## config.mk

```make
export PLATFORM = sky130hd
export DESIGN_NAME = uart_rx_frame
export DESIGN_NICKNAME = d
export VERILOG_FILES = /design/src/rtl/uart_rx_frame.sv
export SDC_FILE = /design/constraint.sdc
export NUM_CORES = 1
export LEC_CHECK = 0
export BUFFER_PORTS_ARGS = -buffer_cell sky130_fd_sc_hd__buf_2
export CAP_MARGIN = 10
export CORE_MARGIN = 1
export CORE_UTILIZATION = 35
export DETAILED_ROUTE_END_ITERATION = 8
export PLACE_DENSITY = 0.53
export SYNTH_ARGS = -nofsm -noshare
export SYNTH_HDL_FRONTEND = slang
export SYNTH_SLANG_ARGS = --single-unit
```

## constraint.sdc

```tcl
create_clock -name clk -period 5.55 [get_ports clk]
set_input_delay 1.11 -clock clk [delete_from_list [all_inputs] [get_ports clk]]
set_output_delay 1.11 -clock clk [all_outputs]
set_load 0.1 [all_outputs]
```

## src/rtl/uart_rx_frame.sv

```systemverilog
// ---------------------------------------------------------------------------
// uart_rx_frame
//
// 8N1 serial receiver for the host-command input. The asynchronous RX line
// is brought into the clk domain through a two-flop synchronizer. A falling
// edge on the synchronized line starts a frame. The start bit is re-checked
// at its midpoint to reject glitches. Eight data bits are then sampled
// LSB-first, one bit period apart, and the stop bit is checked last. A good
// frame updates rx_data and raises rdy. A low stop bit raises frm_err and
// leaves the previous byte in place.
//
// Parameters
//   BAUD_DIV  clocks per bit period; must be even and >= 8
//   HALF_DIV  clocks from the start-edge detection to the start-bit midpoint
//
// Ports
//   clk      system clock, all logic on posedge
//   rst_n    asynchronous active-low reset
//   RX       asynchronous serial line, idle high
//   clr_rdy  single-cycle acknowledge from the consumer; clears rdy/ovr_err
//   rx_data  last correctly framed byte
//   rdy      byte available, held until clr_rdy
//   frm_err  last frame had a low stop bit; cleared by the next good frame
//   ovr_err  a byte completed while rdy was still high
//   busy     high whenever the receiver is not idle
// ---------------------------------------------------------------------------
module uart_rx_frame #(
  parameter int BAUD_DIV = 2604,
  parameter int HALF_DIV = BAUD_DIV / 2
) (
  input  logic       clk,
  input  logic       rst_n,
  input  logic       RX,
  input  logic       clr_rdy,
  output logic [7:0] rx_data,
  output logic       rdy,
  output logic       frm_err,
  output logic       ovr_err,
  output logic       busy
);

  localparam int CNT_W = $clog2(BAUD_DIV);

  // Reload values: a load of N-1 gives a sample event N cycles later.
  localparam logic [CNT_W-1:0] HALF_LOAD = CNT_W'(HALF_DIV - 1);
  localparam logic [CNT_W-1:0] BAUD_LOAD = CNT_W'(BAUD_DIV - 1);
  localparam logic [CNT_W-1:0] CNT_ONE   = CNT_W'(1);

  typedef enum logic [1:0] {
    IDLE,
    START,
    RECV,
    STOP
  } state_t;

  state_t           state;
  logic             rx_meta;   // first synchronizer stage, may go metastable
  logic             rx_s;      // synchronized RX
  logic             rx_prev;   // rx_s one cycle earlier, for edge detection
  logic [CNT_W-1:0] baud_cnt;
  logic [3:0]       bit_cnt;
  logic [7:0]       shift_reg;
  logic             fall_edge;
  logic             sample;

  // -------------------------------------------------------------------------
  // Synchronizer and edge history. All three flops reset to the idle level,
  // so releasing reset with the line high can never look like a start edge.
  // -------------------------------------------------------------------------
  // NOTE: sequential state is written only with non-blocking assignments so
  // every flop samples the values from before the clock edge; blocking
  // assignments here would collapse the synchronizer into a single stage.
  always_ff @(posedge clk or negedge rst_n) begin
    if (!rst_n) begin
      rx_meta <= 1'b1;
      rx_s    <= 1'b1;
      rx_prev <= 1'b1;
    end else begin
      rx_meta <= RX;
      rx_s    <= rx_meta;
      rx_prev <= rx_s;
    end
  end

  // A held-low line (break) produces one edge only. A new start needs the
  // line to return high first.
  assign fall_edge = rx_prev & ~rx_s;

  // Sample event: the down-counter has reached zero. The counter idles at
  // zero in IDLE, but IDLE ignores this term.
  assign sample = (baud_cnt == '0);

  // NOTE: busy is a plain continuous assignment of the registered state, so
  // it is fully specified for every state and no latch can be inferred.
  assign busy = (state != IDLE);

  // -------------------------------------------------------------------------
  // Receive FSM, baud counter, data path and status flags.
  // -------------------------------------------------------------------------
  // NOTE: the shift register and bit counter are reset together with the
  // control state. An aborted frame therefore leaves no partial data behind,
  // and the block never depends on power-up contents.
  always_ff @(posedge clk or negedge rst_n) begin
    if (!rst_n) begin
      state     <= IDLE;
      baud_cnt  <= '0;
      bit_cnt   <= '0;
      shift_reg <= '0;
      rx_data   <= '0;
      rdy       <= 1'b0;
      frm_err   <= 1'b0;
      ovr_err   <= 1'b0;
    end else begin
      // The acknowledge is applied first. A set from STOP further down in
      // the same cycle overrides it, so a byte that completes on the
      // acknowledge cycle is not lost.
      if (clr_rdy) begin
        rdy     <= 1'b0;
        ovr_err <= 1'b0;
      end

      case (state)
        IDLE: begin
          if (fall_edge) begin
            baud_cnt <= HALF_LOAD;
            state    <= START;
          end
        end

        START: begin
          if (sample) begin
            if (!rx_s) begin
              // Start bit still low at its midpoint: a real frame.
              baud_cnt <= BAUD_LOAD;
              bit_cnt  <= '0;
              state    <= RECV;
            end else begin
              // Line already back high: glitch, drop it without side effects.
              state <= IDLE;
            end
          end else begin
            baud_cnt <= baud_cnt - CNT_ONE;
          end
        end

        RECV: begin
          if (sample) begin
            // Right shift with the new bit entering at the MSB. After eight
            // samples, the first (LSB) bit has reached bit 0.
            shift_reg <= {rx_s, shift_reg[7:1]};
            bit_cnt   <= bit_cnt + 4'd1;
            baud_cnt  <= BAUD_LOAD;
            if (bit_cnt == 4'd7) begin
              state <= STOP;
            end
          end else begin
            baud_cnt <= baud_cnt - CNT_ONE;
          end
        end

        STOP: begin
          if (sample) begin
            // The stop sample lands mid-stop-bit. Returning to IDLE now
            // leaves half a bit to catch a back-to-back start edge.
            state <= IDLE;
            if (rx_s) begin
              rx_data <= shift_reg;
              rdy     <= 1'b1;
              frm_err <= 1'b0;
              if (rdy) begin
                ovr_err <= 1'b1;
              end
            end else begin
              frm_err <= 1'b1;
            end
          end else begin
            baud_cnt <= baud_cnt - CNT_ONE;
          end
        end

        default: begin
          state <= IDLE;
        end
      endcase
    end
  end

endmodule

```

==> reports/qor.csv, run 1 <==
stage,metric,value,unit
outcome,status,"finished, final reports clean",
clocking,postCtsHoldBufs,0,
setup_path,cp_max_fo,12,
setup_path,crit_path_start,baud_cnt[0],
pwr,p_int,0.649,mW
yosys,synth_area_per_cell,11.3,µm²
yosys,synthTopCellsByArea,"dfrtp_1 (44%), mux2_2 (7.5%), ha_1 (4.8%), dfstp_2 (3.8%), a211oi_1 (2.1%)",
finish,antennaDiodeCount,0,
pwr,combPwrFrac,47.3,%
global_routing,grtUsageTotal,14.6,%
yosys,yosysTopAreaCell,dfrtp_1,
place,place_ws,2.56,ns
drt,wl,4.18,mm
clocking,clkSinkCount,40,
pwr,irDropWorstVdd,0.000231,V
timing,slew_headroom,30.9,%
timing,fin_tns_setup,0,ns
floorplanning,die_h,79.4,µm
floorplanning,dieWidth,79.4,µm
clocking,cts_setup_buffers,0,
setup_path,reg2reg_from,baud_cnt[0],
setup_path,r2r_cells,6,
global_routing,grt_max_degree,41,
clocking,tritoncts,yes,
floorplanning,row_count,27,
timing,fmax,0.330,GHz
hold_path,min_from,rx_meta,
yosys,ys_ff_latch,40,
pwr,switching_share,44.9,%
pwr,seq_power_share,35.2,%
finish,area.growth.synth_to_final,11.8,%
hold_path,hold-path-endpoint,rx_s,
place,port_buffers,15,
global_routing,grt_pass1_wl,7.04,mm
pwr,total_power,1.18,mW
clocking,ctsResizeCount,0,
clocking,numCtsBuffers,5,
clocking,insertion_delay,0.30,ns
timing,layout_worst_path_cycle_share,54.6,%
setup_path,end_kind,flop,
timing,report.final.slew_viol_count,0,
clocking,clockBufferDepth,2,
setup_path,path_class,flop to flop,
setup_path,cp.required,5.73,ns
drt,wl_per_cell,15.1,µm
drt,vias_per_cell,5.68,
finish,layout.nets,215,
yosys,synthCells,186,
setup_path,crit_arrival,3.21,ns
pwr,power.leakage,1.08,nW
place,hpwl,2.99,mm
drt,drt_iter0_drc,62,
yosys,synth-edff-count,0,
timing,setup_viol,0,
setup_path,rrSetupSlack,2.52,ns
finish,largest_reg_flops,12,
clocking,root_buffer,clkbuf_8,
hold_path,hold_class,flop to flop,
clocking,htreeDepth,2,
drt,drc,0,
floorplanning,core_area,5640,µm²
yosys,synth_fp_nets,198,
drt,route.antenna.remaining_nets,0,
global_routing,overflow,0,
global_routing,antenna_found_initial,0,
yosys,yosysSeqAreaShare,47.9,%
timing,grt_setup_unrepaired,no,
drt,first_pass_iters,4,
timing,worst_pin_slew,1.03,ns
setup_path,timing.rr.end,baud_cnt[1],
finish,final_common_cell,dfrtp_1,
floorplanning,die_area,6300,µm²
floorplanning,ios,16,
yosys,ys.flop_type,dfrtp_1,
place,place.gp.congestion,0.822,
hold_path,whs_path_depth,0,
finish,final_cell_mix,"dfrtp_1 (37), buf_2 (15), mux2_2 (14)",
pwr,p_switching,0.528,mW
setup_path,worstSetupStartpointType,flop,
floorplanning,initial_utilization,37.1,%
yosys,yosys_warnings,0,
yosys,syn-cell-area,2100,µm²
yosys,synth.distinct_cells,50,
pwr,p_per_area,502,nW/µm²
pwr,pwr-share-clk,17.5,%
flow_run,cap_violations,0,
clocking,clkTransAtPathRegs,0.08,ns
finish,drive_above_1_share,25.0,%
timing,final-hold-violation-count,0,
yosys,synth_top_area_share,44.2,%
yosys,synth-async-reset-ratio,100,%
global_routing,grt_pass1_vias,1496,
timing,skew,0.00778,ns
drt,num_vias,1569,
timing,layout_setup_ws,2.52,ns
timing,timing.final.crit_period,3.03,ns
## worst max-delay path: stages (launching register included)
cell and delay [ns]:
dfrtp_1 0.41, inv_1 0.13, ha_1 0.18, or4b_1 0.49
a2111oi_2 0.95, or2_2 0.40, mux2_2 0.36
## per-layer routing
layer | GRT usage (%) | share of wire, % | vias to the layer above
li1 | - | - | 742
met1 | 18.8 | 48 | 784
met2 | 22.8 | 46 | 33
met3 | 3.77 | 3.8 | 10
met4 | 7.09 | 1.7 | 0
met5 | 0 | 0 | -
## cells in the mapped netlist (all sizes together), types with 2 or more instances
master	n
nor2	3
o31ai	5
a21o	2
o31a	2
mux2	17
a21oi	8
o21bai	2
a22o	2
nor4	4
buf	2
nand4	3
dfstp	3
dfrtp	37
a31oi	4
o22ai	2
or2	2
o22a	5
or4	2
a41oi	3
or4b	2
nand3b	2
a211oi	6
inv	12
clkbuf	5
ha	8
nand3	5
nor3	8
nand2	10
o211ai	3
o21ai	6
## area by class of cell
type                    count  area, µm²
flip-flops and latches     40       1000
fillers                   547       3300
multi-input cells         127       1010
inverters                  12       45.0
clock buffers               6       82.6
repair buffers             17       90.1
clock inverters             2       15.0
well taps                  72       90.1
## worst max path at each step
stage                       end  slack [ns]  cells after the start
finish              baud_cnt[1]        2.52                      6
global route        baud_cnt[1]        2.29                      6
CTS                 baud_cnt[1]        2.56                      6
detailed placement  baud_cnt[1]        2.56                      6
global placement    baud_cnt[1]        2.64                      6
floorplan                  busy        3.21                      3
## power groups by stage
| stage | Combinational (mW) | Sequential, mW | Clock, mW |
|---|---|---|---|
| 3_3_place_gp | 0.543 | 0.416 | 0 |
| 6_report | 0.556 | 0.415 | 0.206 |
| 2_1_floorplan | 0.429 | 0.416 | 0 |
| 4_1_cts | 0.552 | 0.414 | 0.216 |
| 5_1_grt | 0.613 | 0.425 | 0.226 |
| 3_5_place_dp | 0.552 | 0.419 | 0 |
## metrics by stage
stage | instances | area (µm²) | utilization (%) | hold WS [ns]
after floorplan | 186 | 2100 | - | 0.345
after global placement | 268 | 2240 | 39.8 | 0.346
after detailed placement | 268 | 2240 | 39.8 | 0.350
after CTS | 276 | 2340 | 41.5 | 0.362
after global routing | 276 | 2340 | 41.5 | 0.369
final | 276 | 2340 | 41.5 | 0.360
## logic make-up (layout without fill, tap and decap cells)
group | after synthesis | count (layout) | synth area share, %
compound gates | 55 | 55 | 19.0
fa+ha+maj | 8 | 8 | 4.78
buf+inv | 19 | 37 | 3.64
flops | 40 | 40 | 47.9
mux | 18 | 18 | 9.61
simple gates | 46 | 46 | 15.0
No activity file was read; power rests on OpenSTA's default activity.
==> run 2: changes to the inputs <==
--- a/config.mk
+++ b/config.mk
@@ -5,6 +5,7 @@
 export SDC_FILE = /design/constraint.sdc
 export NUM_CORES = 1
 export LEC_CHECK = 0
+export ABC_AREA = 1
 export BUFFER_PORTS_ARGS = -buffer_cell sky130_fd_sc_hd__buf_2
 export CAP_MARGIN = 10
 export CORE_MARGIN = 1
==> constraint.sdc (replaced) <==
create_clock -name clk -period 2.86 [get_ports clk]
set_input_delay 0.572 -clock clk [delete_from_list [all_inputs] [get_ports clk]]
set_output_delay 0.572 -clock clk [all_outputs]
set_load 0.1 [all_outputs]
==> run 2 against run 1 <==
  * Non-clock buffer count is 2 lower
  * Highest routed layer unchanged
  * First-iteration DRC count grew 42%
  * Register-to-register slack got worse by 1.4 ns
  * Critical path depth shrank 2
  * Worst hold slack got worse by 0.0047 ns
  * Sequential power rose by 70%
  * Critical path type is now flop to primary output
  * Core utilization decreased by 0.47 points
  * Design area up 4.4%
  * Largest cell class unchanged
  * Sequential share of layout area fell by 1.8 points
  * Die area up 4.1%
  * Cell count is 29% higher
==> reports/qor.csv, run 2 <==
stage,metric,value,unit
finish,seq_area,1000,µm²
yosys,yosys_warnings,0,
setup_path,r2r_cells,9,
pwr,p_per_area,793,nW/µm²
yosys,yosysSeqAreaShare,46.0,%
drt,drt_iter0_drc,88,
floorplanning,die_h,81.0,µm
yosys,synth_fp_nets,271,
yosys,yosysTopAreaCell,dfrtp_1,
setup_path,rrSetupSlack,1.12,ns
clocking,postCtsHoldBufs,0,
clocking,htreeDepth,2,
clocking,cts_setup_buffers,0,
yosys,synth_area_per_cell,8.43,µm²
global_routing,grt_pass1_wl,7.58,mm
timing,final-hold-violation-count,0,
clocking,insertion_delay,0.31,ns
setup_path,timing.rr.end,baud_cnt[2],
clocking,clockBufferDepth,2,
setup_path,worstSetupStartpointType,flop,
yosys,synth-async-reset-ratio,100,%
setup_path,crit_arrival,1.52,ns
place,port_buffers,15,
timing,timing.final.crit_period,2.09,ns
setup_path,cp.required,2.29,ns
finish,nFillCells,610,
yosys,synth-edff-count,0,
finish,final_cell_mix,"nand2_1 (69), dfrtp_1 (37), inv_1 (34)",
yosys,ys.flop_type,dfrtp_1,
clocking,tritoncts,yes,
pwr,total_power,1.94,mW
finish,final_common_cell,nand2_1,
hold_path,hold_class,primary input to flop,
clocking,clkTransAtPathRegs,0.09,ns
drt,vias_per_cell,4.58,
timing,skew,0.00911,ns
global_routing,grt_pass1_vias,1573,
yosys,synth_top_area_share,42.4,%
setup_path,crit_path_end,busy,
yosys,synthTopCellsByArea,"dfrtp_1 (42%), nand2_1 (12%), inv_1 (5.8%), ha_1 (4.6%), o21ai_0 (3.9%)",
setup_path,crit_path_start,state[0],
pwr,irDropWorstVdd,0.000342,V
floorplanning,ios,16,
timing,report.final.slew_viol_count,0,
finish,multi_input_area,1010,µm²
floorplanning,initial_utilization,36.7,%
place,hpwl,3.08,mm
outcome,status,"finished, final reports clean",
clocking,numCtsBuffers,5,
timing,fin_tns_setup,0,ns
yosys,synthCells,259,
finish,area.growth.synth_to_final,12.0,%
place,place_ws,1.09,ns
yosys,synth.most_common_cell,nand2_1,
floorplanning,die_area,6560,µm²
drt,route.antenna.remaining_nets,0,
drt,wl,4.32,mm
finish,layout.nets,291,
drt,first_pass_iters,6,
place,place.gp.congestion,0.805,
setup_path,cp_max_fo,6,
finish,drive_above_1_share,20.4,%
setup_path,end_kind,primary output,
timing,layout_worst_path_cycle_share,73.3,%
global_routing,grt_max_degree,41,
floorplanning,row_count,28,
yosys,syn-cell-area,2180,µm²
drt,num_vias,1625,
timing,worst_pin_slew,0.897,ns
timing,grt_setup_unrepaired,no,
finish,largest_reg_flops,12,
drt,drc,0,
clocking,clkSinkCount,40,
drt,wl_per_cell,12.2,µm
yosys,synth_top_cells_by_count,"nand2_1 (69), dfrtp_1 (37), inv_1 (34), nor2_1 (18), o21ai_0 (17)",
yosys,ys_ff_latch,40,
finish,antennaDiodeCount,0,
timing,layout_setup_ws,0.765,ns
clocking,ctsResizeCount,0,
global_routing,grtUsageTotal,15.3,%
timing,fmax,0.477,GHz
pwr,power.leakage,1.25,nW
floorplanning,core_area,5960,µm²
yosys,synth.distinct_cells,32,
global_routing,antenna_found_initial,0,
clocking,root_buffer,clkbuf_8,
global_routing,overflow,0,
floorplanning,dieWidth,81.0,µm
setup_path,reg2reg_from,baud_cnt[0],
timing,setup_viol,0,
timing,slew_headroom,40.2,%
flow_run,cap_violations,0,
setup_path,path_class,flop to primary output,
## run 2: worst min-delay path by stage
| stage | start | cells after the start | slack, ns | end |
|---|---|---|---|---|
| 2_1_floorplan | rst_n | 0 | 0.28 | asynchronous set/reset pin |
| 3_3_place_gp | rx_meta | 0 | 0.35 | rx_s |
| 3_5_place_dp | rx_meta | 0 | 0.35 | rx_s |
| 4_1_cts | RX | 1 | 0.34 | rx_meta |
| 5_1_grt | RX | 1 | 0.33 | rx_meta |
| 6_report | RX | 1 | 0.36 | rx_meta |
## run 2: cell families (layout without fill, tap and decap cells)
logic type | after synthesis | in the layout | synth area share, %
xor+xnor | 6 | 6 | 2.41
fa+ha+maj | 8 | 8 | 4.58
simple gates | 127 | 127 | 28.6
buf+inv | 40 | 61 | 7.56
compound gates | 37 | 37 | 10.4
mux | 1 | 1 | 0.458
flops | 40 | 40 | 46.0
## run 2: area by class of cell
cell class,count,share of cell area [%]
Clock inverter,3,1.89
Clock buffer,5,2.81
Inverter,38,5.83
Timing Repair Buffer,15,3.07
Tap cell,75,3.84
Sequential cell,40,41.1
Multi-Input combinational cell,179,41.5
## run 2: per-stage QoR
stage                     hold slack (ns)  instance area [µm²]  instances  utilization [%]
after floorplan                     0.276                 2180        259                -
final                               0.355                 2440        355             41.1
after detailed placement            0.347                 2330        347             39.1
after CTS                           0.343                 2440        355             41.1
after global routing                0.333                 2440        355             41.1
after global placement              0.346                 2330        347             39.1
## run 2: power breakdown
group	internal (mW)	switching [mW]
clock	0.263	0.227
combinational	0.222	0.518
sequential	0.631	0.0761
total	1.12	0.822
## run 2: worst max-delay path, cell delays in order (launching register included)
cell     delay [ns]
dfrtp_1        0.43
inv_1          0.11
ha_1           0.20
inv_1          0.06
buf_2          0.42
## run 2: layer usage
layer  track usage [%]  up-vias  part of all wire (%)
met1              20.9      733                    52
met5                 0        -                     0
met2              22.7       21                    43
li1                  -      863                     -
met4              6.96        0                   1.7
met3              3.93        8                   3.4
==> run 3: changes to the inputs <==
--- a/config.mk
+++ b/config.mk
@@ -5,7 +5,7 @@
 export SDC_FILE = /design/constraint.sdc
 export NUM_CORES = 1
 export LEC_CHECK = 0
-export ABC_AREA = 1
+export ABC_AREA = 0
 export BUFFER_PORTS_ARGS = -buffer_cell sky130_fd_sc_hd__buf_2
 export CAP_MARGIN = 10
 export CORE_MARGIN = 1
==> constraint.sdc (replaced) <==
create_clock -name clk -period 2.08 [get_ports clk]
set_input_delay 0.416 -clock clk [delete_from_list [all_inputs] [get_ports clk]]
set_output_delay 0.416 -clock clk [all_outputs]
set_load 0.1 [all_outputs]
==> run 3 against run 2 <==
  * Die area is 3.9% lower
  * Routed wire length is 20% higher
  * Cell count is 14% lower
  * Clock skew is 0.0073 ns lower
  * Combinational power grew to 2.9 times the previous value
  * Worst setup slack worse by 0.76 ns
  * Count of clock-buffer cells in the layout stayed put
  * Global-route usage is 2.4 points higher
  * Clock power is 36% higher
  * Worst hold slack worse by 0.19 ns
  * Sequential share of layout area is 4.3 points lower
  * Critical endpoint is now rx_data[0]
  * Largest cell class unchanged
  * Highest routed layer unchanged
==> reports/qor.csv, run 3 (same netlist as run 1, synthesis figures left out) <==
stage,metric,value,unit
finish,final_common_cell,dfrtp_1,
floorplanning,row_count,27,
setup_path,cp.required,2.27,ns
drt,num_vias,1694,
timing,layout_worst_path_cycle_share,99.7,%
setup_path,crit_arrival,2.26,ns
floorplanning,dieWidth,79.4,µm
finish,antennaDiodeCount,0,
setup_path,crit_chain,"inv_2, ha_4, buf_6, nor4b_4, nand3_2, nor3_4, buf_6, mux2_1",
place,port_buffers,15,
finish,layout.nets,244,
setup_path,path_buf_inv,3,
flow_run,cap_violations,0,
pwr,power.leakage,1.25,nW
timing,skew,0.00185,ns
clocking,htreeDepth,2,
timing,timing.final.crit_period,2.07,ns
drt,drc,0,
global_routing,overflow,0,
place,hpwl,3.47,mm
finish,area.growth.synth_to_final,30.7,%
finish,multi_input_area,1150,µm²
floorplanning,die_h,79.4,µm
clocking,numCtsBuffers,5,
global_routing,grt_pass1_vias,1698,
pwr,irDropWorstVdd,0.000669,V
global_routing,antenna_found_initial,0,
timing,worst_pin_slew,0.518,ns
hold_path,hold_class,primary input to asynchronous set/reset pin,
setup_path,cpMostUsedCell,buf_6,
pwr,p_per_area,1420,nW/µm²
clocking,insertion_delay,0.30,ns
global_routing,grt_pass1_wl,8.42,mm
floorplanning,die_area,6300,µm²
drt,route.antenna.remaining_nets,0,
finish,final_cell_mix,"dfrtp_1 (35), buf_4 (26), buf_2 (15)",
drt,first_pass_iters,4,
drt,wl_per_cell,16.9,µm
setup_path,cp_max_fo,5,
pwr,total_power,3.88,mW
timing,report.final.slew_viol_count,0,
timing,finalHoldWorstSlack,0.166,ns
finish,nFillCells,548,
setup_path,worstSetupStartpointType,flop,
global_routing,grt_max_degree,41,
timing,slew_headroom,65.5,%
drt,wl,5.17,mm
place,dp_cells,289,
place,place.gp.congestion,0.868,
drt,vias_per_cell,5.55,
drt,drt_iter0_drc,115,
setup_path,cp_slowest_cell,dfrtp_1,
timing,grt_setup_unrepaired,yes,
finish,seq_area,1010,µm²
finish,drive_above_1_share,42.1,%
setup_path,path_class,flop to flop,
finish,largest_reg_flops,12,
timing,fmax,0.482,GHz
finish,finalNonFillerCells,305,
clocking,tritoncts,yes,
floorplanning,core_area,5640,µm²
timing,final-hold-violation-count,0,
setup_path,slowest_delay,0.40,ns
floorplanning,initial_utilization,37.1,%
outcome,status,"finished, final reports clean",
clocking,root_buffer,clkbuf_8,
global_routing,grtUsageTotal,17.7,%
clocking,clkTransAtPathRegs,0.09,ns
setup_path,end_kind,flop,
setup_path,critical_path.top_delay_family,simple AND/OR/NAND/NOR gates,
timing,setup_viol,0,
clocking,clockBufferDepth,2,
clocking,clkSinkCount,40,
floorplanning,ios,16,
## run 3: cell count changes in the layout (fill, tap and decap cells not counted), moves of 10 or more
cell / previous run / this run
buf_4: 0 / 26
inv_1: 34 / 9
nand2_1: 69 / 10
nand3_1: 14 / 4
nor2_1: 18 / 3
o21ai_0: 17 / 6
## run 3: final timing paths
path                                    end        start  slack (ns)  cells after the start
worst min-delay path             bit_cnt[2]        rst_n        0.17                      2
worst min register to register         rx_s      rx_meta        0.36                      0
min in group clk                    rx_meta           RX        0.22                      1
max in group asynchronous       baud_cnt[6]        rst_n        1.53                      2
worst max-delay path             rx_data[0]  baud_cnt[0]       0.006                      8
worst max register to register   rx_data[0]  baud_cnt[0]       0.006                      8
## run 3: timing repair
item / CTS / global route
pin swaps: 2 / 1
resized for setup: 6 / 27
gates cloned: 0 / 1
buffers inserted: 2 / 5
endpoints found under the hold margin: 0 / 0
hold buffers: 0 / 0
setup endpoints to repair: 29 / 23
## run 3: final cells by class
type	count	share of cell area, %
inverter	12	1.78
multi-input combinational	127	42.0
timing repair buffer	46	11.9
sequential	40	36.8
clock inverter	3	1.74
tap	72	3.29
clock buffer	5	2.51
## run 3: per-stage QoR
step	TNS, ns	worst slack [ns]	instance area [µm²]	util (%)
CTS	0	0.00596	2580	45.8
finish	0	0.00558	2740	48.5
floorplan	0	0.00440	2110	-
global placement	0	0.0305	2420	42.8
detailed placement	-0.841	-0.0675	2420	42.8
global route	-0.305	-0.0779	2740	48.5
## run 3: routing by layer
metal	GRT usage, %	share of wire [%]	wire, µm	up-vias
met4	6.18	1.1	56	0
met2	30.4	52	2700	32
li1	-	-	-	799
met5	0	0	0	-
met3	3.89	2.9	150	7
met1	21.8	44	2260	856
## run 3: power by group
group | leakage [nW] | switching, mW | internal [mW]
clock | 0.0583 | 0.308 | 0.362
combinational | 0.669 | 1.19 | 0.927
sequential | 0.527 | 0.176 | 0.921
